### config.mk
export PLATFORM = sky130hd
export DESIGN_NAME = ctrl_seq
export DESIGN_NICKNAME = d
export VERILOG_FILES = /design/src/rtl/ctrl_pkg.sv /design/src/rtl/ins_dec.sv /design/src/rtl/ctrl_seq.sv
export SDC_FILE = /design/constraint.sdc
export NUM_CORES = 1
export LEC_CHECK = 0
export ABC_AREA = 1
export CAP_MARGIN = 20
export CELL_PAD_IN_SITES_DETAIL_PLACEMENT = 1
export CELL_PAD_IN_SITES_GLOBAL_PLACEMENT = 2
export CORE_MARGIN = 2
export CORE_UTILIZATION = 25
export CTS_CLUSTER_SIZE = 8
export DETAILED_ROUTE_END_ITERATION = 8
export GPL_ROUTABILITY_DRIVEN = 0
export PLACE_DENSITY_LB_ADDON = 0.1
export SKIP_CTS_REPAIR_TIMING = 1
export SYNTH_ARGS = -nofsm -noshare
export SYNTH_HDL_FRONTEND = slang
export SYNTH_SLANG_ARGS = --single-unit
### constraint.sdc
create_clock -name clk -period 3.1 [get_ports clk]
set_clock_uncertainty 0.1 [all_clocks]
set_input_delay 0.93 -clock clk [delete_from_list [all_inputs] [get_ports clk]]
set_output_delay 0.93 -clock clk [all_outputs]
set_load 0.05 [all_outputs]
### src/rtl/ctrl_pkg.sv
`default_nettype none
// ============================================================================
// Module      : ctrl_pkg
// Description : Opcode map, instruction field layout and shared types for the
//               ctrl_seq instruction sequencer.
// Revision    : 1.0 - initial release
// ============================================================================
package ctrl_pkg;

    localparam logic [3:0] OP_NOP    = 4'h0;
    localparam logic [3:0] OP_LDI    = 4'h1;
    localparam logic [3:0] OP_ALU_LO = 4'h2;
    localparam logic [3:0] OP_ALU_HI = 4'h9;

    localparam int INS_W   = 16;
    localparam int OP_MSB  = 15;
    localparam int OP_LSB  = 12;
    localparam int RD_MSB  = 11;
    localparam int RD_LSB  = 10;
    localparam int RA_MSB  = 9;
    localparam int RA_LSB  = 8;
    localparam int RB_MSB  = 7;
    localparam int RB_LSB  = 6;
    localparam int IMM_MSB = 7;
    localparam int IMM_LSB = 0;

    typedef enum logic [1:0] {
        ST_IDLE = 2'd0,
        ST_READ = 2'd1,
        ST_EXEC = 2'd2,
        ST_WB   = 2'd3
    } state_t;

    typedef struct packed {
        logic [3:0] op;
        logic [1:0] rd;
        logic [1:0] ra;
        logic [1:0] rb;
        logic [7:0] imm;
        logic       is_nop;
        logic       is_ldi;
        logic       is_alu;
        logic       is_ill;
    } dec_t;

    // Only the fields still needed after the accept edge are kept.
    typedef struct packed {
        logic [3:0] op;
        logic [1:0] rd;
    } ins_lat_t;

endpackage
`default_nettype wire

### src/rtl/ins_dec.sv
`default_nettype none
// ============================================================================
// Module      : ins_dec
// Description : Combinational instruction decoder: splits the 16-bit word into
//               its fields and classifies the opcode.
// Revision    : 1.0 - initial release
// ============================================================================
module ins_dec
    import ctrl_pkg::*;
(
    input  logic [INS_W-1:0] i_ins,
    output dec_t             o_dec
);

    logic [3:0] w_op;

    assign w_op = i_ins[OP_MSB:OP_LSB];

    always_comb begin
        o_dec        = '0;
        o_dec.op     = w_op;
        o_dec.rd     = i_ins[RD_MSB:RD_LSB];
        o_dec.ra     = i_ins[RA_MSB:RA_LSB];
        o_dec.rb     = i_ins[RB_MSB:RB_LSB];
        o_dec.imm    = i_ins[IMM_MSB:IMM_LSB];
        o_dec.is_nop = (w_op == OP_NOP);
        o_dec.is_ldi = (w_op == OP_LDI);
        o_dec.is_alu = (w_op >= OP_ALU_LO) && (w_op <= OP_ALU_HI);
        o_dec.is_ill = (w_op > OP_ALU_HI);
    end

endmodule
`default_nettype wire

### src/rtl/ctrl_seq.sv
`default_nettype none
// ============================================================================
// Module      : ctrl_seq
// Description : Multi-cycle sequencer driving a 4x8 register file through
//               READ -> EXEC -> WB, with a direct path to WB for LDI.
// Revision    : 1.0 - initial release
// ============================================================================
module ctrl_seq
    import ctrl_pkg::*;
#(
    parameter int W = 8
) (
    input  logic             clk,
    input  logic             rst,
    input  logic [INS_W-1:0] ins,
    input  logic             ins_valid,
    output logic             ins_ready,
    input  logic [W-1:0]     alu_y,
    output logic [1:0]       DIR_A,
    output logic [1:0]       DIR_B,
    output logic [1:0]       DIR_WR,
    output logic             EN,
    output logic [W-1:0]     DI,
    output logic [3:0]       alu_op,
    output logic             done,
    output logic             ill
);

    state_t   r_state_q,  w_state_d;
    ins_lat_t r_ins_q,    w_ins_d;
    logic [W-1:0] r_result_q, w_result_d;
    logic [1:0]   r_dir_a_q,  w_dir_a_d;
    logic [1:0]   r_dir_b_q,  w_dir_b_d;
    logic [1:0]   r_dir_wr_q, w_dir_wr_d;
    logic [3:0]   r_alu_op_q, w_alu_op_d;
    logic         r_en_q,     w_en_d;
    logic         r_done_q,   w_done_d;
    logic         r_ill_q,    w_ill_d;

    dec_t w_dec;
    logic w_accept;

    ins_dec u_ins_dec (
        .i_ins (ins),
        .o_dec (w_dec)
    );

    // Ready is held low during reset even though the state is already IDLE.
    assign ins_ready = (r_state_q == ST_IDLE) && !rst;
    assign w_accept  = ins_ready && ins_valid;

    always_comb begin
        w_state_d  = r_state_q;
        w_ins_d    = r_ins_q;
        w_result_d = r_result_q;
        w_dir_a_d  = r_dir_a_q;
        w_dir_b_d  = r_dir_b_q;
        w_dir_wr_d = r_dir_wr_q;
        w_alu_op_d = r_alu_op_q;
        w_en_d     = 1'b0;
        w_done_d   = 1'b0;
        w_ill_d    = 1'b0;

        case (r_state_q)
            ST_IDLE: begin
                if (w_accept) begin
                    w_ins_d.op = w_dec.op;
                    w_ins_d.rd = w_dec.rd;
                    if (w_dec.is_alu) begin
                        w_state_d = ST_READ;
                        w_dir_a_d = w_dec.ra;
                        w_dir_b_d = w_dec.rb;
                    end else if (w_dec.is_ldi) begin
                        w_state_d  = ST_WB;
                        w_dir_wr_d = w_dec.rd;
                        w_result_d = W'(w_dec.imm);
                        w_en_d     = 1'b1;
                        w_done_d   = 1'b1;
                    end else begin
                        // NOP and illegal retire without leaving IDLE.
                        w_done_d = w_dec.is_nop | w_dec.is_ill;
                        w_ill_d  = w_dec.is_ill;
                    end
                end
            end
            ST_READ: begin
                w_state_d  = ST_EXEC;
                w_alu_op_d = r_ins_q.op;
            end
            ST_EXEC: begin
                // Registered write controls make WB a pure output-decode cycle.
                w_state_d  = ST_WB;
                w_result_d = alu_y;
                w_dir_wr_d = r_ins_q.rd;
                w_en_d     = 1'b1;
                w_done_d   = 1'b1;
            end
            ST_WB: begin
                w_state_d = ST_IDLE;
            end
            default: begin
                w_state_d = ST_IDLE;
            end
        endcase
    end

    always_ff @(posedge clk) begin
        if (rst) begin
            r_state_q  <= ST_IDLE;
            r_ins_q    <= '0;
            r_result_q <= '0;
            r_dir_a_q  <= '0;
            r_dir_b_q  <= '0;
            r_dir_wr_q <= '0;
            r_alu_op_q <= '0;
            r_en_q     <= 1'b0;
            r_done_q   <= 1'b0;
            r_ill_q    <= 1'b0;
        end else begin
            r_state_q  <= w_state_d;
            r_ins_q    <= w_ins_d;
            r_result_q <= w_result_d;
            r_dir_a_q  <= w_dir_a_d;
            r_dir_b_q  <= w_dir_b_d;
            r_dir_wr_q <= w_dir_wr_d;
            r_alu_op_q <= w_alu_op_d;
            r_en_q     <= w_en_d;
            r_done_q   <= w_done_d;
            r_ill_q    <= w_ill_d;
        end
    end

    assign DIR_A  = r_dir_a_q;
    assign DIR_B  = r_dir_b_q;
    assign DIR_WR = r_dir_wr_q;
    assign EN     = r_en_q;
    assign DI     = r_result_q;
    assign alu_op = r_alu_op_q;
    assign done   = r_done_q;
    assign ill    = r_ill_q;

endmodule
`default_nettype wire

* After elaboration in Yosys (flattened, before gate mapping)
Cells that the tools add are included.
** Cells by class
- Reductions and logical operators :: 12
- Bitwise gates (word level) :: 3
- Muxes and demuxes :: 20
- $lt $le $gt $ge :: 3
- Equal/unequal tests :: 8
** Operator list (count)
- $mux W8 :: 3
- $pmux W8 S2 :: 1
- $mux W2 :: 6
- $pmux W2 S4 :: 1
- $mux W1 :: 6
- $reduce_or A5 Y1 :: 1
- $eq A2 B2 Y1 const B :: 2
- $eq A4 B1 Y1 const B :: 1
- $ge A4 B2 Y1 const B :: 1
- $gt A4 B4 Y1 const B :: 1
- $le A4 B4 Y1 const B :: 1
- $logic_not A4 Y1 :: 1
- $ne A2 B2 Y1 const B :: 2
- $pmux W1 S2 :: 2
- $pmux W2 S2 :: 1
- $reduce_and A2 Y1 :: 2
- $reduce_and A4 Y1 :: 1
- $logic_and A1 B1 Y1 :: 3
- $ne A3 B1 Y1 const B :: 1
- $reduce_and A3 Y1 :: 1
- $eq A2 B1 Y1 const B :: 1
- $logic_not A2 Y1 :: 1
- $ne A2 B1 Y1 const B :: 1
- $not A1 Y1 :: 2
- 3 further kinds :: 3
** Word-level totals
- Bits of input ports :: 27
- Register bits after elaboration :: 29
- Output and inout port bits :: 22
- Word-level logic and storage cells :: 57

* Depth between registers and ports, before layout
- Word-level depth :: 6
- Gate-level depth with buffers :: 9

* Modules after synthesis
A second synthesis with hierarchy kept.
** Unflattened totals
- Cells, all modules :: 227
- Area, all modules :: 1644.1 sq um
** By module, submodules not included
- ctrl_seq :: area each 1462.7 sq um, cells each 198, instances 1, seq. area each 580.6 sq um
- ins_dec :: area each 181.4 sq um, cells each 29, instances 1, seq. area each 0.0 sq um

* Worst setup path before layout
OpenSTA, ideal clock, no wires.
- Kind :: input-to-output
- Start :: input rst
- End :: output ins_ready
- Path slack :: 0.371 ns
- Required time :: 2.070 ns
- Path buffers :: 1
- Stages on the path :: 4
- Data arrival time :: 1.699 ns
- Cells stage by stage :: inv_2 > buf_1 > nand2_1 > inv_1
** On the way
- Word-level cells in the longest chain between the ends :: 2
** RTL lines
- start: declaration :: line ctrl_seq.sv:14 : input logic rst,
- $logic_not A1 Y1 :: line ctrl_seq.sv:49 : assign ins_ready = (r_state_q == ST_IDLE) && !rst;
- $logic_and A1 B1 Y1 :: line ctrl_seq.sv:49
- end: declaration :: line ctrl_seq.sv:17 : output logic ins_ready,
No other way between the ends.

* Worst setup path in the final report
Same ends and word-level chain as after synthesis.

==> results by group <==
Flow run
  • Max Cap Viol: 0

Die
  • Die Y-Extent: 77.2 um
  • Core Area: 0.00514 mm^2
  • Rows: 26
  • I/O pin count: 49
  • DIE AREA: 0.00597 mm^2
  • Die width: 77.2 um
  • Starting Density: 26.1%

Yosys
  • Synth cell types: 20
  • Synthesized cell area: 0.00134 mm^2
  • Cell count after synthesis: 183
  • Avg Inst Size Synth: 7.33 um^2
  • Register area share after synthesis: 43.3%
  • #FFs+latches synth: 29
  • Syn nets: 214
  • YS warnings: 0

Timing
  • Worst-Margin Slew: 0.499 ns
  • RSZ-0062 raised after global routing: no
  • Setup-failing EPs final: 0
  • Setup TNS: 0 ns
  • Slew margin rel.: 66.6%
  • Final Hold Fails: 0
  • Final Worst Setup Slack: 0.236 ns
  • Tcrit/Tclk final: 92.4%
  • Pins over their slew limit: 0
  • Fmax: 0.349 GHz
  • Final min period: 2.86 ns

Drt
  • Vias: 1345
  • DR iter-0 viols: 31
  • Drt total wl: 3910 um
  • DRC viols: 0
  • Wirelength per Cell: 12.8 um
  • Routed Antenna Nets: 0
  • First-pass detailed-route iteration total: 4
  • Via density: 4.41

Setup path
  • Critical setup path kind: in -> out
  • Worst path max stage delay: 0.55 ns
  • CP max FO: 4
  • Critical Path Slowest Stage Cell: clkdlybuf4s50_1
  • Worst EP required: 2.07 ns
  • WP data arrival: 1.83 ns
  • Reg2Reg Depth: 8
  • Crit end category: output pin
  • Critical-path cell list: clkdlybuf4s50_1 -> inv_2 -> nand2_1 -> inv_1 -> buf_12
  • Worst Setup Start Kind: input port

Power and ir drop
  • Lkg Pwr: 0.841 nW
  • Worst VDD drop: 0.000351 V
  • Cell area power density: 1050 mW/mm^2

Final layout
  • Layout cell share with drive strength beyond 1: 7.66%
  • P&R area growth vs syn: 51.8%
  • Most frequent cells in the layout: clkdlybuf4s50_1, nand2_1, nor2_1
  • Antenna Cells: 0
  • Final #Nets: 265
  • Final Cell Area: 0.00204 mm^2
  • Commonest non-fill, non-tap cell in the layout: clkdlybuf4s50_1
  • Post-Route Utilization: 39.6%

Min path
  • WHS Path Cells: 2
  • Path type of the worst min-delay path: reg -> reg

CTS
  • CTS tree: built
  • CTS Sinks: 29
  • H-Tree Depth: 2
  • Clock-pin slew on the worst setup and hold paths: 0.07 ns
  • Clock Latency Late Sink: 0.28 ns
  • Cts bufs inserted: 5
  • Max Buffers Root-to-Sink: 2
  • CTS root buf: clkbuf_8

Global route
  • Largest net degree at the start of global routing: 20
  • First-pass GRT wire length: 6820 um
  • Number of global-route vias before repair: 1457
  • Initial antenna violation count: 0
  • Total congestion overflow: 0
  • GRT Total Usage: 14.3%

Placement
  • Hpwl dp: 2960 um
  • IO Port Bufs: 48
  • Worst slack at placement: 0.234 ns
  • Placed Area: 0.00190 mm^2

Run status
  • Status: complete, no violations
==> cell usage after synthesis <==
library cell  number  area share (%)
a21oi_1            8             3.0
buf_6              1            0.84
a21boi_0          10             5.6
nor2_1            36              10
buf_1              1            0.28
dfxtp_1           29              43
clkinv_2           1            0.37
nand4_1            1            0.47
nand2_1           38              11
buf_2              2            0.75
o21ai_0           13             4.9
nand3_4            1             1.3
nand3_1           18             6.7
clkbuf_1           2            0.56
a21oi_4            2             2.4
ha_1               4             3.7
inv_2              1            0.28
inv_1             13             3.6
nand2_2            1            0.47
nand3_2            1            0.75
==> layout make-up <==
cell class	instances	area [um^2]
Multi-Input combinational cell	133	671
Tap cell	70	87.6
Sequential cell	29	581
Clock inverter	3	65.1
Fill cell	651	3100
Clock buffer	5	68.8
Timing Repair Buffer	50	505
Inverter	15	57.6
==> sequential cells by signal (all words and copies together), names as in the netlist <==
name / flops
done: 1
DI: 8
DIR_A: 2
r_ins_q: 6
ill: 1
EN: 1
DIR_WR: 2
DIR_B: 2
alu_op: 4
r_state_q: 2
==> stage by stage <==
step,std cells,hold WS [ns],power [mW]
after floorplan,183,0.339,1.34
after global placement,297,0.330,1.65
after detailed placement,297,0.348,1.69
after CTS,305,0.359,2.17
after global routing,305,0.380,2.30
final,305,0.356,2.14
==> worst paths after layout <==
kind                                    from         to  slack, ns
worst min register to register      DIR_A[1]   DIR_A[1]       0.36
worst min-delay path                DIR_A[1]   DIR_A[1]       0.36
worst max-delay path                     rst  ins_ready       0.24
worst max register to register  r_state_q[1]  DIR_WR[0]       0.97
==> worst max-delay path, delay by kind of cell <==
kind                   cells  cell delay, ns
buffers and inverters      4            0.84
and+or+nand+nor            1            0.07
==> power by group <==
| part | internal [mW] | switching (mW) |
|---|---|---|
| clock | 0.319 | 0.155 |
| sequential | 0.488 | 0.0552 |
| combinational | 0.368 | 0.751 |
==> metal layers <==
metal	vias up	global-route usage [%]	share of wire, %
li1	686	-	-
met1	626	17.0	44
met2	28	24.9	50
met3	5	3.76	4.3
met4	0	5.00	1.6
met5	-	0	0
==> kinds of logic after synthesis <==
kind of cell               Yosys count  share of synthesized area (%)
and+or+nand+nor                     96                           30.4
buffers and inverters               21                           6.72
AOI/OAI and AO/OA                   33                           15.9
adders and majority gates            4                           3.73
DFF                                 29                           43.3
(Power assumes the default switching activity.)
